`src/rtl/cfo_calc_scheduler.sv`:
```
`default_nettype none
//==== cfo_calc_scheduler: round-robin sharing of one CFO_calc datapath, timeout watchdog, tagged result.
//==== Optional macro CFO_AVG_EN: exponential angle average drives the DDS increment.  Rev 1.0
module cfo_calc_scheduler #(
  parameter int N_REQ          = 3,
  parameter int C_DW           = 32,
  parameter int CFO_DW         = 20,
  parameter int DDS_DW         = 20,
  parameter int TIMEOUT_CYCLES = 64,
  parameter int AVG_SHIFT      = 3
) (
  input  logic                       clk_i,
  input  logic                       reset_ni,
  input  logic [N_REQ-1:0]           req_valid_i,
  output logic [N_REQ-1:0]           req_ready_o,
  input  logic [N_REQ*C_DW-1:0]      req_C0_i,
  input  logic [N_REQ*C_DW-1:0]      req_C1_i,
  output logic [C_DW-1:0]            calc_C0_o,
  output logic [C_DW-1:0]            calc_C1_o,
  output logic                       calc_valid_o,
  input  logic [CFO_DW-1:0]          calc_angle_i,
  input  logic                       calc_valid_i,
  output logic [CFO_DW-1:0]          CFO_angle_o,
  output logic [$clog2(N_REQ)-1:0]   CFO_id_o,
  output logic                       valid_o,
  output logic                       timeout_o,
  output logic [DDS_DW-1:0]          CFO_DDS_inc_o,
  output logic                       DDS_valid_o
);

  localparam int ID_W = $clog2(N_REQ);
  localparam int TW   = $clog2(TIMEOUT_CYCLES + 1);
  localparam logic [ID_W:0]   N_REQ_L    = (ID_W + 1)'(N_REQ);
  localparam logic [TW-1:0]   TIMER_LAST = TW'(TIMEOUT_CYCLES - 1);

  if (N_REQ < 2 || N_REQ > 8 || AVG_SHIFT < 0 || TIMEOUT_CYCLES < 1) begin : g_param_check
    $error("cfo_calc_scheduler: parameter out of range");
  end

  typedef enum logic [1:0] {
    S_IDLE   = 2'd0,
    S_ISSUE  = 2'd1,
    S_WAIT   = 2'd2,
    S_OUTPUT = 2'd3
  } state_t;

  state_t            state_q, state_d;
  logic [ID_W-1:0]   rr_ptr_q, rr_ptr_d;
  logic [ID_W-1:0]   grant_q, grant_d;
  logic [TW-1:0]     timer_q, timer_d;
  logic [C_DW-1:0]   c0_q, c0_d, c1_q, c1_d;
  logic [CFO_DW-1:0] angle_q, angle_d;
  logic [ID_W-1:0]   id_q, id_d;
  logic [DDS_DW-1:0] dds_q, dds_d;
  logic              calc_valid_q, calc_valid_d;
  logic              valid_q, valid_d;
  logic              timeout_q, timeout_d;
  logic              dds_valid_q, dds_valid_d;

  logic [C_DW-1:0]   c0_arr [N_REQ];
  logic [C_DW-1:0]   c1_arr [N_REQ];
  logic              any_w;
  logic [ID_W-1:0]   grant_w;
  logic [ID_W:0]     cand_w;
  logic [ID_W:0]     grant_inc_w;
  logic [ID_W-1:0]   rr_next_w;
  logic [CFO_DW-1:0] dds_src_w;
  logic [DDS_DW-1:0] dds_map_w;

  for (genvar k = 0; k < N_REQ; k++) begin : g_unpack
    assign c0_arr[k] = req_C0_i[k*C_DW +: C_DW];
    assign c1_arr[k] = req_C1_i[k*C_DW +: C_DW];
  end

  // Round-robin search starting at rr_ptr; the first valid requester wins.
  always_comb begin
    any_w   = 1'b0;
    grant_w = '0;
    cand_w  = '0;
    for (int i = 0; i < N_REQ; i++) begin
      cand_w = {1'b0, rr_ptr_q} + (ID_W + 1)'(i);
      if (cand_w >= N_REQ_L) cand_w = cand_w - N_REQ_L;
      if (!any_w && req_valid_i[cand_w[ID_W-1:0]]) begin
        any_w   = 1'b1;
        grant_w = cand_w[ID_W-1:0];
      end
    end
  end

  always_comb begin
    req_ready_o = '0;
    if (state_q == S_IDLE && any_w) req_ready_o[grant_w] = 1'b1;
  end

  assign grant_inc_w = {1'b0, grant_q} + (ID_W + 1)'(1);
  assign rr_next_w   = (grant_inc_w >= N_REQ_L) ? '0 : grant_inc_w[ID_W-1:0];

`ifdef CFO_AVG_EN
  logic [CFO_DW-1:0]      avg_q, avg_d;
  logic                   avg_init_q, avg_init_d;
  logic signed [CFO_DW:0] avg_diff_w;
  logic [CFO_DW-1:0]      avg_sum_w;
  logic [CFO_DW-1:0]      avg_new_w;

  // One guard bit keeps the difference exact before the arithmetic shift.
  assign avg_diff_w = $signed({calc_angle_i[CFO_DW-1], calc_angle_i}) - $signed({avg_q[CFO_DW-1], avg_q});
  assign avg_sum_w  = CFO_DW'($signed({avg_q[CFO_DW-1], avg_q}) + (avg_diff_w >>> AVG_SHIFT));
  assign avg_new_w  = avg_init_q ? avg_sum_w : calc_angle_i;
  assign dds_src_w  = avg_new_w;
`else
  assign dds_src_w  = calc_angle_i;
`endif

  if (CFO_DW >= DDS_DW) begin : g_dds_trunc
    assign dds_map_w = dds_src_w[CFO_DW-1 -: DDS_DW];
  end else begin : g_dds_sext
    assign dds_map_w = {{(DDS_DW - CFO_DW){dds_src_w[CFO_DW-1]}}, dds_src_w};
  end

  always_comb begin
    state_d      = state_q;
    rr_ptr_d     = rr_ptr_q;
    grant_d      = grant_q;
    timer_d      = timer_q;
    c0_d         = c0_q;
    c1_d         = c1_q;
    angle_d      = angle_q;
    id_d         = id_q;
    dds_d        = dds_q;
    calc_valid_d = 1'b0;
    valid_d      = 1'b0;
    timeout_d    = 1'b0;
    dds_valid_d  = 1'b0;
`ifdef CFO_AVG_EN
    avg_d        = avg_q;
    avg_init_d   = avg_init_q;
`endif
    case (state_q)
      S_IDLE: begin
        if (any_w) begin
          grant_d      = grant_w;
          c0_d         = c0_arr[grant_w];
          c1_d         = c1_arr[grant_w];
          calc_valid_d = 1'b1;
          state_d      = S_ISSUE;
        end
      end
      S_ISSUE: begin
        timer_d = '0;
        state_d = S_WAIT;
      end
      S_WAIT: begin
        timer_d = timer_q + TW'(1);
        // A result arriving on the last watchdog cycle still counts.
        if (calc_valid_i) begin
          angle_d     = calc_angle_i;
          id_d        = grant_q;
          valid_d     = 1'b1;
          dds_d       = dds_map_w;
          dds_valid_d = 1'b1;
          rr_ptr_d    = rr_next_w;
          state_d     = S_OUTPUT;
`ifdef CFO_AVG_EN
          avg_d       = avg_new_w;
          avg_init_d  = 1'b1;
`endif
        end else if (timer_q == TIMER_LAST) begin
          timeout_d = 1'b1;
          rr_ptr_d  = rr_next_w;
          state_d   = S_IDLE;
        end
      end
      S_OUTPUT: state_d = S_IDLE;
      default:  state_d = S_IDLE;
    endcase
  end

  always_ff @(posedge clk_i or negedge reset_ni) begin
    if (!reset_ni) begin
      state_q      <= S_IDLE;
      rr_ptr_q     <= '0;
      grant_q      <= '0;
      timer_q      <= '0;
      c0_q         <= '0;
      c1_q         <= '0;
      angle_q      <= '0;
      id_q         <= '0;
      dds_q        <= '0;
      calc_valid_q <= 1'b0;
      valid_q      <= 1'b0;
      timeout_q    <= 1'b0;
      dds_valid_q  <= 1'b0;
`ifdef CFO_AVG_EN
      avg_q        <= '0;
      avg_init_q   <= 1'b0;
`endif
    end else begin
      state_q      <= state_d;
      rr_ptr_q     <= rr_ptr_d;
      grant_q      <= grant_d;
      timer_q      <= timer_d;
      c0_q         <= c0_d;
      c1_q         <= c1_d;
      angle_q      <= angle_d;
      id_q         <= id_d;
      dds_q        <= dds_d;
      calc_valid_q <= calc_valid_d;
      valid_q      <= valid_d;
      timeout_q    <= timeout_d;
      dds_valid_q  <= dds_valid_d;
`ifdef CFO_AVG_EN
      avg_q        <= avg_d;
      avg_init_q   <= avg_init_d;
`endif
    end
  end

  assign calc_C0_o     = c0_q;
  assign calc_C1_o     = c1_q;
  assign calc_valid_o  = calc_valid_q;
  assign CFO_angle_o   = angle_q;
  assign CFO_id_o      = id_q;
  assign valid_o       = valid_q;
  assign timeout_o     = timeout_q;
  assign CFO_DDS_inc_o = dds_q;
  assign DDS_valid_o   = dds_valid_q;

endmodule
`default_nettype wire

```
`config.mk`:
```
export PLATFORM = sky130hd
export DESIGN_NAME = cfo_calc_scheduler
export DESIGN_NICKNAME = d
export VERILOG_FILES = /design/src/rtl/cfo_calc_scheduler.sv
export SDC_FILE = /design/constraint.sdc
export NUM_CORES = 1
export LEC_CHECK = 0
export CORE_MARGIN = 10
export CORE_UTILIZATION = 36
export CTS_CLUSTER_DIAMETER = 50
export CTS_CLUSTER_SIZE = 16
export DETAILED_ROUTE_END_ITERATION = 6
export PLACE_DENSITY = 0.82
export SYNTH_ARGS = -nofsm -noshare
export SYNTH_HDL_FRONTEND = slang
export SYNTH_SLANG_ARGS = --single-unit
```
`constraint.sdc`:
```
create_clock -name clk_i -period 5.3 [get_ports clk_i]
set_clock_uncertainty 0.1 [all_clocks]
set_input_delay 0.53 -clock clk_i [delete_from_list [all_inputs] [get_ports clk_i]]
set_output_delay 0.53 -clock clk_i [all_outputs]
set_load 0.01 [all_outputs]
```
==> flow_metrics.py <==
metrics = {
    "timing": {
        "slew_headroom_pct": 31.11,
        "setup_tns_ps": 0,
        "fin_hold_ws_ps": 122.4,
        "timing.final.ws_setup_ps": 1262,
        "min_period_ps": 4038,
        "fin_crit_sh_pct": 76.18,
        "rsz0062_at_grt": "no",
        "timing.fmax_mhz": 247.7,
        "tightest_slew_ps": 1029,
        "maxSlewViolCount": 0,
        "setup_viol": 0,
        "hold_viol_final": 0,
    },
    "clock_network": {
        "cts_resized": 0,
        "htree_levels": 3,
        "cts.clk_slew.worst_paths_ps": 60,
        "cts_buffer_depth": 2,
        "cts-root-buf": "clkbuf_16",
        "cts_setup_buffers": 0,
        "cts_tree": "built",
        "clk_latency_ps": 340,
        "cts_buffers": 9,
        "holdBufCountCts": 0,
        "clkSinkCount": 102,
    },
    "cells_and_area": {
        "fin_util_pct": 59.81,
        "areaGrowthSynthToFinish_pct": 61.22,
        "fillers": 1297,
        "final_cells": 1050,
        "fin_area_sq_mm": 0.009160,
        "drive_gt1_share_pct": 8.701,
        "num_antenna_cells": 0,
        "fin_nets": 1062,
    },
    "worst_setup_path": {
        "critical_path_class": "flop to output pin",
        "worstPathRequired_ps": 4670,
        "critPathCaptureType": "output pin",
        "path_max_fanout": 65,
        "slowest_stage": "buf_4",
        "cpPeakStageDelay_ps": 570,
        "start_kind": "flop",
        "crit_chain": "inv_1, ha_1, mux2_4, mux2_2, nor3_2, nand2b_2, buf_4, nor2_1, clkdlybuf4s50_1",
        "critical_path_arrival_ps": 3410,
    },
    "logic_synthesis": {
        "synthCells": 550,
        "ys_seq_area_share_pct": 44.92,
        "synth_edf_count": 0,
        "synth_fp_nets": 775,
        "syn_area_sq_mm": 0.005682,
        "synthFlopType": "dfrtp_1",
        "yosys_warnings": 0,
        "ys_seq_elements": 102,
        "ys_types": 38,
        "post_synth.cell_area_avg_sq_um": 10.33,
        "synthArstFlopShare_pct": 100.0,
    },
    "power": {
        "p_total_mw": 5.451,
        "power.density_mw_per_mm2": 595.1,
        "ir_drop_mv": 0.3556,
        "p_leak_nw": 3.850,
    },
    "global_route": {
        "grt_pass1_vias": 5425,
        "overflow": 0,
        "grt_max_degree": 68,
        "grt_use_total_pct": 18.74,
        "grt_pass1_wl_mm": 31.73,
        "grt_antenna_before_repair": 0,
    },
    "routing": {
        "vias_per_cell": 4.989,
        "wl_mm": 20.70,
        "ant_nets": 0,
        "dr.pass1.iters": 5,
        "vias": 5238,
        "post_drt_wl_per_cell_um": 19.71,
        "drc": 0,
        "drt_iter0_markers": 336,
    },
    "hold_path": {
        "min_path_type": "input pin to asynchronous set/reset pin",
    },
    "floorplanning": {
        "coreArea_sq_mm": 0.01531,
        "dieArea_sq_mm": 0.02121,
        "initial_core_util_pct": 37.10,
        "io_pins": 331,
        "fp.dieH_um": 145.6,
        "dieWidth_um": 145.6,
        "rows": 45,
    },
    "placement": {
        "hpwl_mm": 16.24,
        "placed_cells": 1037,
        "place_congestion": 0.8331,
        "portBuffers": 330,
        "pre_cts_ws_ps": 1449,
        "place_area_sq_mm": 0.008882,
    },
    "flow_run": {
        "maxCapViolCount": 0,
    },
    "outcome": {
        "status": "finished clean",
    },
}
cell usage in the layout (no fill, tap or decap), types with 2 or more instances in the layout:
master and count:
a21oi_1 2, a22oi_1 2, buf_4 8, clkbuf_16 9
clkdlybuf4s50_1 329, dfrtp_1 102, ha_1 7, inv_1 13
mux2_2 24, mux2_4 2, mux2i_1 65, nand2_1 83
nand2b_1 4, nand3_1 71, nor2_1 8, nor2b_1 3
o211ai_1 44, o211ai_2 20, o21a_1 2, o21ai_0 19
o21ai_4 2, o31ai_1 3
Yosys cell counts, drive strengths merged (3+ instances only):
library cell | instances | area (sq um)
dfrtp | 102 | 2552
nand2 | 84 | 322.8
nand3 | 71 | 355.3
mux2i | 66 | 673.1
o211ai | 64 | 580.6
buf | 53 | 405.4
mux2 | 26 | 300.3
o21ai | 21 | 108.9
inv | 14 | 52.55
clkbuf | 8 | 30.03
nor2 | 8 | 30.03
ha | 7 | 87.58
nand2b | 5 | 33.78
nor2b | 3 | 18.77
o31ai | 3 | 22.52
final timing paths:
kind / from / end / slack [ps] / depth (start not counted)
setup reg to reg: rr_ptr_q[1] / calc_C1_o[13] / 1940 / 9
hold reg to reg: timer_q[6] / timeout_o / 370 / 1
max in group asynchronous: reset_ni / calc_C0_o[15] / 3870 / 2
min in group clk_i: timer_q[6] / timeout_o / 370 / 1
setup / recovery: rr_ptr_q[1] / req_ready_o[2] / 1260 / 9
hold / removal: reset_ni / CFO_DDS_inc_o[18] / 120 / 1
state kept, by name (all words and copies together), names as in the netlist:
| register | count |
|---|---|
| calc_C0_o | 32 |
| calc_C1_o | 32 |
| CFO_DDS_inc_o | 20 |
| timer_q | 7 |
| CFO_id_o | 2 |
| grant_q | 2 |
| rr_ptr_q | 2 |
| state_q | 2 |
| DDS_valid_o | 1 |
| calc_valid_o | 1 |
| timeout_o | 1 |
power by group:
part | switching [mW] | internal, mW | total (mW)
Clock | 0.278 | 0.371 | 0.649
Combinational | 1.78 | 1.65 | 3.43
Sequential | 0.216 | 1.16 | 1.38
per-layer routing:
metal  global-route usage (%)  routed length, um
met3                    5.464               1264
met1                    21.08               8252
met2                    33.82              10890
met4                    4.752                287
met5                        0                  0
critical path: cells and delay by family (launching register included):
kind          cells  cell delay, ps
simple gates      3             460
buf+inv           3            1180
flops             1             410
mux               2             650
fa+ha+maj         1             350
layout make-up:
type | instances | area [sq um] | area share (%)
multi-input cells | 373 | 2660 | 29.04
inverters | 14 | 52.55 | 0.5737
well taps | 211 | 264.0 | 2.882
clock buffers | 11 | 242.7 | 2.650
clock inverters | 2 | 35.03 | 0.3825
flip-flops and latches | 102 | 2552 | 27.87
repair buffers | 337 | 3353 | 36.61
kinds of logic (layout without fill, tap and decap cells):
family / count (synthesis) / in the layout / synth area share (%)
and+or+nand+nor: 177 / 177 / 14.16
DFF: 102 / 102 / 44.92
AOI/OAI and AO/OA: 97 / 97 / 13.65
muxes: 92 / 92 / 17.13
buffers and inverters: 75 / 364 / 8.588
adders and majority gates: 7 / 7 / 1.541
Note: power is estimated with default switching activity, not from simulation.
